--- src/rtl/lsu_pkg.sv ---
// Shared definitions for the load/store unit: access-size encodings, FSM states,
// and the alignment check.
package lsu_pkg;

    localparam logic [1:0] SZ_BYTE = 2'b00;
    localparam logic [1:0] SZ_HALF = 2'b01;
    localparam logic [1:0] SZ_WORD = 2'b10;

    typedef enum logic [2:0] {
        S_IDLE,
        S_RD,
        S_MERGE,
        S_WR,
        S_RESP,
        S_ERR
    } lsu_state_t;

    // Size 11 is never legal; halfwords need even addresses and words need word alignment.
    function automatic logic is_bad_access(input logic [1:0] size, input logic [1:0] offset);
        case (size)
            SZ_BYTE: is_bad_access = 1'b0;
            SZ_HALF: is_bad_access = offset[0];
            SZ_WORD: is_bad_access = (offset != 2'b00);
            default: is_bad_access = 1'b1;
        endcase
    endfunction

endpackage

--- src/rtl/lsu_lane.sv ---
// Byte/halfword lane logic: load extraction with sign/zero extension, and
// read-modify-write merge of store data into a memory word.
module lsu_lane
    import lsu_pkg::*;
(
    input  logic [1:0]  size,
    input  logic        is_unsigned,
    input  logic [1:0]  offset,
    input  logic [31:0] rdata,
    input  logic [31:0] wdata,
    output logic [31:0] load_data,
    output logic [31:0] merged
);

    logic [7:0]  byte_sel;
    logic [15:0] half_sel;

    always_comb begin
        byte_sel  = rdata[{offset, 3'b000} +: 8];
        half_sel  = offset[1] ? rdata[31:16] : rdata[15:0];
        load_data = rdata;
        merged    = rdata;
        case (size)
            SZ_BYTE: begin
                load_data = {{24{~is_unsigned & byte_sel[7]}}, byte_sel};
                merged[{offset, 3'b000} +: 8] = wdata[7:0];
            end
            SZ_HALF: begin
                load_data = {{16{~is_unsigned & half_sel[15]}}, half_sel};
                merged[{offset[1], 4'b0000} +: 16] = wdata[15:0];
            end
            default: begin
                load_data = rdata;
                merged    = wdata;
            end
        endcase
    end

endmodule

--- src/rtl/load_store_unit.sv ---
// MEM-stage load/store unit: single-word data-memory interface with sub-word
// read-modify-write stores and sign/zero-extended loads.
//
// state | meaning
// IDLE  | ready; accepts a request and captures its fields
// RD    | MemRead strobe for one cycle
// MERGE | readData valid; sub-word store data merged into the read word
// WR    | MemWrite strobe for one cycle with the final word
// RESP  | loads: first cycle samples readData, second pulses resp_valid; stores: pulse
// ERR   | misaligned or illegal size; resp_valid with resp_err
module load_store_unit
    import lsu_pkg::*;
(
    input  logic        clk,
    input  logic        rst_n,
    input  logic        req_valid,
    output logic        req_ready,
    input  logic        req_we,
    input  logic [1:0]  req_size,
    input  logic        req_unsigned,
    input  logic [31:0] req_addr,
    input  logic [31:0] req_wdata,
    output logic        resp_valid,
    output logic [31:0] resp_rdata,
    output logic        resp_err,
    output logic        MemRead,
    output logic        MemWrite,
    output logic [31:0] address,
    output logic [31:0] writeData,
    input  logic [31:0] readData
);

    lsu_state_t  state_q, state_d;
    logic        we_q;
    logic [1:0]  size_q;
    logic        uns_q;
    logic [31:0] addr_q;
    logic [31:0] wdata_q;
    logic [31:0] wword_q;
    logic [31:0] rdata_q;
    logic        rd_wait_q;
    logic        accept;
    logic [31:0] load_data;
    logic [31:0] merged;

    assign accept = req_valid && req_ready;

    lsu_lane u_lane (
        .size        (size_q),
        .is_unsigned (uns_q),
        .offset      (addr_q[1:0]),
        .rdata       (readData),
        .wdata       (wdata_q),
        .load_data   (load_data),
        .merged      (merged)
    );

    always_ff @(posedge clk or negedge rst_n) begin
        if (!rst_n) begin
            state_q <= S_IDLE;
        end else begin
            state_q <= state_d;
        end
    end

    always_comb begin
        state_d = state_q;
        case (state_q)
            S_IDLE: begin
                if (accept) begin
                    if (is_bad_access(req_size, req_addr[1:0])) begin
                        state_d = S_ERR;
                    end else if (req_we && (req_size == SZ_WORD)) begin
                        state_d = S_WR;
                    end else begin
                        state_d = S_RD;
                    end
                end
            end
            S_RD:    state_d = we_q ? S_MERGE : S_RESP;
            S_MERGE: state_d = S_WR;
            S_WR:    state_d = S_RESP;
            S_RESP:  state_d = rd_wait_q ? S_RESP : S_IDLE;
            S_ERR:   state_d = S_IDLE;
            default: state_d = S_IDLE;
        endcase
    end

    always_ff @(posedge clk or negedge rst_n) begin
        if (!rst_n) begin
            we_q      <= 1'b0;
            size_q    <= 2'b00;
            uns_q     <= 1'b0;
            addr_q    <= 32'h0;
            wdata_q   <= 32'h0;
            wword_q   <= 32'h0;
            rdata_q   <= 32'h0;
            rd_wait_q <= 1'b0;
        end else begin
            case (state_q)
                S_IDLE: begin
                    if (accept) begin
                        we_q      <= req_we;
                        size_q    <= req_size;
                        uns_q     <= req_unsigned;
                        addr_q    <= req_addr;
                        wdata_q   <= req_wdata;
                        wword_q   <= req_wdata;
                        rdata_q   <= 32'h0;
                        rd_wait_q <= 1'b0;
                    end
                end
                S_RD: begin
                    rd_wait_q <= ~we_q;
                end
                S_MERGE: begin
                    wword_q <= merged;
                end
                S_RESP: begin
                    if (rd_wait_q) begin
                        rdata_q   <= load_data;
                        rd_wait_q <= 1'b0;
                    end
                end
                default: begin
                end
            endcase
        end
    end

    // Memory-side outputs come only from registers so they cannot glitch with req_*.
    assign MemRead    = (state_q == S_RD);
    assign MemWrite   = (state_q == S_WR);
    assign address    = {addr_q[31:2], 2'b00};
    assign writeData  = wword_q;

    assign req_ready  = rst_n && (state_q == S_IDLE);
    assign resp_err   = (state_q == S_ERR);
    assign resp_valid = ((state_q == S_RESP) && !rd_wait_q) || (state_q == S_ERR);
    assign resp_rdata = ((state_q == S_RESP) && !rd_wait_q) ? rdata_q : 32'h0;

endmodule

--- config.mk ---
export PLATFORM = sky130hd
export DESIGN_NAME = load_store_unit
export DESIGN_NICKNAME = d
export VERILOG_FILES = /design/src/rtl/lsu_pkg.sv /design/src/rtl/lsu_lane.sv /design/src/rtl/load_store_unit.sv
export SDC_FILE = /design/constraint.sdc
export NUM_CORES = 1
export LEC_CHECK = 0
export CORE_MARGIN = 1.5
export CORE_UTILIZATION = 45
export DETAILED_ROUTE_END_ITERATION = 8
export PLACE_DENSITY = 0.75
export SLEW_MARGIN = 10
export SYNTH_ARGS = -nofsm -noshare
export SYNTH_HDL_FRONTEND = slang
export SYNTH_SLANG_ARGS = --single-unit
--- constraint.sdc ---
create_clock -name clk -period 4.4 [get_ports clk]
set_clock_uncertainty 0.05 [all_clocks]
set_input_delay 0.88 -clock clk [delete_from_list [all_inputs] [get_ports clk]]
set_output_delay 0.88 -clock clk [all_outputs]
set_load 0.01 [all_outputs]
# --- Yosys cells after proc, flatten, opt, wreduce, memory -nomap -nowiden ---
# Index checks and enable logic that the tools add are counted.
# Widths: inputs -> output; s select.
word_totals:
  regBits: 136
  wordCells: 69
op_classes:
  shift: 5
  eq_ne: 10
  muxes: 22
  addsub: 2
  reduce_logical: 17
  bitwise: 4
ops:
  columns: ["cell", "count"]
  rows:
  - ["$pmux 32 s2", 4]
  - ["$mux 32", 4]
  - ["$bwmux 32", 2]
  - ["$shift 16x7->32 const A", 1]
  - ["$shift 8x7->32 const A", 1]
  - ["$shiftx 16x7->32", 1]
  - ["$shiftx 32x6->8", 1]
  - ["$shiftx 8x7->32", 1]
  - ["$mux 16", 1]
  - ["$pmux 3 s5", 1]
  - ["$neg 5->7", 2]
  - ["$mux 3", 4]
  - ["$eq 3x2->1 const B", 2]
  - ["$eq 3x3->1 const B", 2]
  - ["$pmux 1 s3", 2]
  - ["$reduce_and 2->1", 3]
  - ["$reduce_bool 2->1", 3]
  - ["$eq 2x1->1 const B", 2]
  - ["$logic_and 1x1->1", 4]
  - ["$logic_not 2->1", 2]
  - ["$ne 2x2->1 const B", 2]
  - ["$eq 3x1->1 const B", 1]
  - ["$logic_not 3->1", 1]
  - ["$mux 1", 3]
  - ["other kinds (8)", 10]

# --- Longest topological paths before layout ---
# Gate-level depths: netlist of run 1.
logic_depth:
  word_depth: 8
  depth_mapped: 9
  mapped_depth_nobuf: 6

# --- Hierarchy ---
# A second synthesis of run 1 with hierarchy kept.
unflattened:
  hier_cells: 715
  hier_area_um2: 7796.2
modules_own_cells:
  columns: ["mod", "area_per_inst_um2", "instances", "cells_each"]
  rows:
  - ["load_store_unit", 5864.4, 1, 435]
  - ["lsu_lane", 1931.9, 1, 280]

# --- Worst setup path before layout of run 1 ---
# Ideal clock, no wire load.
synth_timing:
  path_kind: "flip-flop to flip-flop"
  start: "reg addr_q[1]"
  end: "reg wword_q[1], in the netlist writeData[1]"
  setup_slack_ps: 2017
  setup_time_ps: 141
  arrival_ps: 2192
  path_stages_with_launch: 10
  n_path_buf: 3
  cell_sequence: "dfrtp_1 buf_4 buf_2 clkinv_1 ha_1 nor4b_1 or3_1 clkbuf_1 a221oi_1 a31oi_1"
synth_via:
  elab_chain_len: 5
synth_rtl:
  columns: ["element", "line", "rtl"]
  rows:
  - ["start, declared", "load_store_unit.sv:37", "logic [31:0] addr_q;"]
  - ["start signal, assigned", "load_store_unit.sv:106", "addr_q <= req_addr;"]
  - ["$neg 5->7, on equally long branches", "lsu_lane.sv:30, lsu_lane.sv:26", null]
  - ["$shiftx 16x7->32 (tied with other cells)", "lsu_lane.sv:30", "merged[{offset[1], 4'b0000} +: 16] = wdata[15:0];"]
  - ["$bwmux 32, on equally long branches", "lsu_lane.sv:30, lsu_lane.sv:26", null]
  - ["$pmux 32 s2 *", "lsu_lane.sv:23", "case (size)"]
  - ["$pmux 32 s2 *", "load_store_unit.sv:100", "case (state_q)"]
  - ["end signal, assigned", "load_store_unit.sv:108", "wword_q <= req_wdata;"]
  - ["end signal, assigned", "load_store_unit.sv:117", "wword_q <= merged;"]
  - ["end, declared", "load_store_unit.sv:39", "logic [31:0] wword_q;"]
# Every way passes the cells marked *; elsewhere a longest branch is shown, timed or not.
# A chain may end at the register's enable or synchronous reset.

# --- Final worst setup path of run 1 ---
layout_timing:
  start: "reg state_q[0]"
  end: "out resp_rdata[7]"
layout_via:
  elab_chain_len: 3
layout_rtl:
  columns: ["element", "line", "rtl"]
  rows:
  - ["start, declared", "load_store_unit.sv:33", "lsu_state_t state_q, state_d;"]
  - ["start signal, assigned", "load_store_unit.sv:62", "state_q <= state_d;"]
  - ["$eq 3x3->1", "load_store_unit.sv:140", "assign resp_rdata = ((state_q == S_RESP) && !rd_wait_q) ? rdata_q : 32'h0;"]
  - ["$logic_and 1x1->1", "load_store_unit.sv:140", null]
  - ["$mux 32", "load_store_unit.sv:140", null]
  - ["end, declared", "load_store_unit.sv:24", "output logic [31:0] resp_rdata,"]
# No other way between the ends.

==> results_dict.tcl, run 1 <==
set metrics [dict create \
    synth_top_area_frac 0.456 \
    ys_seq_area_frac 0.456 \
    critical_path.reg2reg.startpoint "addr_q[1]" \
    final_non_filler_cell_total 1161 \
    timing.critical_path.to_type "primary output" \
    finalSetupViolCount 0 \
    synth_enable_flop_cells 0 \
    post-place-ws_ps 1270 \
    reg2reg_depth 6 \
    io_buffer_count 201 \
    power.net_switching_mw 2.70 \
    area_delta_synth_final_pct 33.7 \
    report.power.total_mw 7.13 \
    worstPathArrival_ps 2370 \
    drive_gt1_frac 0.103 \
    clkTransAtPathRegs_ps 60 \
    p_per_area_nw_per_um2 714 \
    cts_resized 0 \
    timing.slew.headroom 0.245 \
    synthMostInstantiatedCell "nand2_1" \
    route.detailed.wl_per_inst_um 20.6 \
    synth.top_cells.by_area "dfrtp_1 (46%), nand2_1 (11%), mux2_2 (3.6%)" \
    vdd_drop_max_v 0.000395 \
    core.rowCount 46 \
    setup.worst_path.class "reg2out" \
    p_sw_frac 0.379 \
    routed-via-count 6868 \
    post_cts_buffers 0 \
    tightestPinTransition_ps 1120 \
    post-route-min-period_ps 3300 \
    start_util 0.465 \
    grt_setup_unrepaired "false" \
    wirelength_met1_um 9450 \
    grt_pass1_vias 6717 \
    detailedRoute.firstIterationViolations 752 \
    hp-class "in2async" \
    critical_path_peak_fanout 33 \
    area_inside_the_core_boundary_um2 16100 \
    ff2ff_setup_slack_ps 1640 \
    clock_tree.root_cell "clkbuf_16" \
    detail_route.wirelength_um 23900 \
    yosys.area.top_type "dfrtp_1" \
    tns_ps 0 \
    ys_seq_elements 136 \
    synth.cell_area_um2 7470 \
    cts_max_level 4 \
    numPlacedInstances 1129 \
    dieArea_um2 17400 \
    route.antenna.remaining_nets 0 \
    top_routing_layer_in_use "met4" \
    final_net_count 1040 \
    synth_cell_types 55 \
    io_pins 204 \
    final_antenna_diode_count 0 \
    layout.cell_area.non_filler_um2 9980 \
    route.met2.wl_um 10900 \
    antenna_found_initial 1 \
    fin_hold_ws_ps 277 \
    met3_length_um 2780 \
    place_congestion 0.871 \
    clk_latency_ps 430 \
    power.share.combinational 0.433 \
    seq_power_share 0.341 \
    power.leakage_nw 4.40 \
    vias_per_cell 5.92 \
    detail_route.drc_violations 0 \
    detailed_place_hpwl_um 15900 \
    synth-async-reset-ratio 1.00 \
    grt_overflow 0 \
    grt_max_degree 89 \
    post_synth_inst_count 794 \
    cts.sink_count 136 \
    dieWidth_um 132 \
    number_of_max_cap_violations 0 \
    post_cts_hold_buffer_count 0 \
    chipHeight_um 132 \
    timing.final.ws_setup_ps 1100 \
    clock_tree_from_tritoncts "done" \
    yosys_warnings 0 \
    outcome "finished, final reports clean" \
    timing.fmax_ghz 0.303 \
    cts_made_buffers 17 \
    synthTopCellsByCount "nand2_1 (226), dfrtp_1 (136), clkbuf_1 (36)" \
    rr_endpoint "writeData[7]" \
    firstDrtPassIters 9 \
    placed_cell_area_um2 9320 \
    clock_power_share 0.226 \
    crit_path_start "state_q[0]" \
    wire_length_of_the_first_global_routing_pass_um 37500 \
    internal_power_mw 4.43 \
    worst_setup_path_start_kind "register" \
    required_ps 3470 \
    postSynthAreaPerCell_um2 9.40 \
    globalRouteTotalUtil 0.277 \
    report.final.slew_viol_count 0 \
    filler_cell_count 1329 \
    min_period_over_period 0.750 \
    clock_tree_buffer_depth 2 \
    final_core_util 0.622 \
    timing_hold_violations_final 0 \
    most_used_dff_post_synth "dfrtp_1" \
]
==> cell type report <==
class / count / area (um^2) / area share
timing repair buffer: 212 / 2100 / 0.210
sequential: 136 / 3400 / 0.341
clock buffer: 22 / 474 / 0.0475
tap: 216 / 270 / 0.0271
multi-input combinational: 540 / 3450 / 0.346
inverter: 25 / 93.8 / 0.00940
clock inverter: 10 / 190 / 0.0191
==> worst max-delay path, stage by stage (launching register included) <==
cell             delay [ps]
dfrtp_1                 500
nor2_1                  220
nand2_1                  70
nor2_1                  100
buf_4                   270
and2_1                  220
clkdlybuf4s50_1         550
==> worst max path at each step <==
stage / endpoint / slack (ps) / depth (start not counted)
2_1_floorplan: writeData[1] / 2020 / 9
3_3_place_gp: rdata_q[23] / 1290 / 5
3_5_place_dp: rdata_q[30] / 1270 / 5
4_1_cts: resp_rdata[7] / 1080 / 6
5_1_grt: resp_rdata[7] / 950 / 6
6_report: resp_rdata[7] / 1100 / 6
==> layout by cell type (no fill, tap or decap), types with 10 or more instances in the layout <==
| cell type | netlist | layout |
|---|---|---|
| buf_4 | 34 | 11 |
| o22ai_1 | 10 | 10 |
| a22oi_1 | 18 | 18 |
| a221o_1 | 13 | 13 |
| nand2_1 | 226 | 225 |
| a222oi_1 | 13 | 13 |
| o21ai_0 | 20 | 20 |
| dfrtp_1 | 136 | 135 |
| inv_1 | 24 | 24 |
| a221oi_1 | 14 | 14 |
| nor2_1 | 15 | 14 |
| mux2_2 | 24 | 24 |
| and2_1 | 34 | 33 |
| o221ai_1 | 15 | 15 |
| clkbuf_16 | 0 | 17 |
| a221o_2 | 10 | 10 |
| o2bb2ai_1 | 15 | 15 |
| nor2b_1 | 13 | 13 |
| clkdlybuf4s50_1 | 0 | 200 |
==> flip-flops by register name (all words and copies together) (netlist names) <==
signal,count
addr_q,32
rd_wait_q,1
rdata_q,32
size_q,2
state_q,3
uns_q,1
wdata_q,32
we_q,1
writeData,32
==> power by group through the flow <==
stage	logic (mW)	registers (mW)	clock network, mW
finish	3.09	2.43	1.61
global route	3.36	2.50	1.69
CTS	3.08	2.41	1.63
detailed placement	3.06	2.41	0
global placement	3.00	2.41	0
floorplan	2.11	2.24	0
==> logic make-up after synthesis <==
logic type | count (synthesis) | share of synthesized area
other cells | 1 | 0.000502
mux | 33 | 0.0617
fa+ha+maj | 5 | 0.00838
simple gates | 330 | 0.204
compound gates | 170 | 0.187
buf+inv | 119 | 0.0830
flops | 136 | 0.456
==> per-layer routing <==
layer	global-route usage	vias to the layer above
met2	0.425	456
met3	0.0842	59
met1	0.367	3286
met5	0	-
li1	-	3067
met4	0.115	0
Power figures use the tool's default switching activity.
==> run 2: changes to the inputs <==
CORE_UTILIZATION = 44   (was 45)
PLACE_DENSITY = 0.77   (was 0.75)
clock period = 2.8 ns   (was 4.4 ns; I/O delays follow)
==> run 2 against run 1 <==
Net effect:
- clock-buffer cell count fell by 1
- core utilization down 0.79 points
- clock power grew 52%
- sequential cell count did not move
- sequential power increased by 53%
- sequential share of layout area decreased by 0.67 points
- power up 59%
- wire length grew 1.3%
- register-to-register slack got worse by 1300 ps
- via count grew 0.48%
- worst setup slack got worse by 980 ps
- critical path type unchanged
==> results_dict.tcl, run 2 (synthesis results as in run 1) <==
set metrics [dict create \
    post-route-min-period_ps 2680 \
    longest_individual_stage_delay_on_the_worst_path_ps 530 \
    drive_gt1_frac 0.125 \
    final_antenna_diode_count 0 \
    post_cts_hold_buffer_count 0 \
    clock_tree_from_tritoncts "done" \
    io_buffer_count 201 \
    route.detailed.wl_per_inst_um 20.4 \
    critical_path.slowest_cell "clkdlybuf4s50_1" \
    placed_cell_area_um2 9510 \
    min_period_over_period 0.957 \
    detail_route.wirelength_um 24200 \
    worst_setup_path_start_kind "register" \
    p_per_area_nw_per_um2 1110 \
    detail_route.drc_violations 0 \
    antenna_found_initial 0 \
    cts_resized 0 \
    detailedRoute.firstIterationViolations 801 \
    worstPathArrival_ps 2070 \
    clock_tree_buffer_depth 2 \
    layout.cell_area.non_filler_um2 10200 \
    dominant_delay_contributor_by_cell_family_on_the_critical_path "buffers and inverters" \
    dieWidth_um 133 \
    grt_max_degree 137 \
    route.antenna.remaining_nets 0 \
    core.rowCount 47 \
    critical_path_peak_fanout 16 \
    place_congestion 0.916 \
    timing.final.ws_setup_ps 120 \
    final_non_filler_cell_total 1186 \
    layout_common_cells "nand2_1 (225), clkdlybuf4s50_1 (200), dfrtp_1 (136)" \
    io_pins 204 \
    vdd_drop_max_v 0.000570 \
    timing.fmax_ghz 0.373 \
    post-place-ws_ps 283 \
    final_core_util 0.614 \
    numPlacedInstances 1153 \
    final_net_count 1061 \
    timing.slew.headroom 0.304 \
    grt_overflow 0 \
    wire_length_of_the_first_global_routing_pass_um 37600 \
    ff2ff_setup_slack_ps 350 \
    layout.cells.most_common "nand2_1" \
    cts.sink_count 136 \
    required_ps 2190 \
    firstDrtPassIters 8 \
    start_util 0.450 \
    detailed_place_hpwl_um 16800 \
    clkTransAtPathRegs_ps 60 \
    report.power.total_mw 11.3 \
    grt_pass1_vias 6765 \
    hp-class "in2async" \
    tightestPinTransition_ps 1040 \
    timing_hold_violations_final 0 \
    power.leakage_nw 4.52 \
    post_cts_buffers 0 \
    clock_tree.root_cell "clkbuf_16" \
    clk_latency_ps 420 \
    area_inside_the_core_boundary_um2 16600 \
    timing.critical_path.to_type "primary output" \
    number_of_max_cap_violations 0 \
    outcome "finished, final reports clean" \
    dieArea_um2 17800 \
    setup.worst_path.class "reg2out" \
    finalSetupViolCount 0 \
    chipHeight_um 133 \
    worst-path-buf-inv 2 \
    globalRouteTotalUtil 0.275 \
    area_delta_synth_final_pct 36.3 \
    cell_by_cell_trace_of_the_critical_path "nor2_2, nand2_1, nor2_4, buf_4, and2_1, clkdlybuf4s50_1" \
    routed-via-count 6901 \
    vias_per_cell 5.82 \
    cts_made_buffers 17 \
    report.final.slew_viol_count 0 \
    cts_max_level 4 \
]
-- run 2: per-layer routing --
layer / share of wire / up-vias / GRT usage
met1: 0.40 / 3294 / 0.359
met3: 0.11 / 64 / 0.0841
met5: 0 / - / 0
met4: 0.041 / 0 / 0.115
met2: 0.45 / 437 / 0.426
li1: - / 3106 / -
-- run 2: stage by stage --
step | TNS, ps | hold slack [ps]
3_5_place_dp | 0 | 412
4_1_cts | 0 | 269
5_1_grt | -26.7 | 285
2_1_floorplan | 0 | 214
3_3_place_gp | 0 | 407
6_report | 0 | 190
-- run 2: cell type report --
type	instances	area (um^2)
clock buffer	21	480
timing repair buffer	233	2290
clock inverter	11	168
inverter	25	93.8
multi-input combinational	540	3460
sequential	136	3400
fill	1381	6400
tap	220	275
-- run 2: final timing paths --
path	startpoint	endpoint	cells after the start
worst max-delay path	state_q[0]	resp_rdata[15]	6
worst min-delay path	rst_n	rdata_q[12]	2
worst max register to register	size_q[1]	writeData[7]	4
worst min register to register	addr_q[7]	addr_q[7]	2
max in group asynchronous	rst_n	writeData[2]	2
min in group clk	addr_q[7]	addr_q[7]	2
-- run 2: where the power goes --
| part | internal, mW | switching, mW |
|---|---|---|
| sequential | 2.92 | 0.784 |
| clock | 1.58 | 0.864 |
| combinational | 2.51 | 2.65 |
| total | 7.02 | 4.29 |
-- run 2: worst register-to-register path, cell delays in order (launching register included) --
cell and delay, ps:
dfrtp_1 620, buf_4 310, nor3_1 850, a221oi_1 320
a31oi_1 230
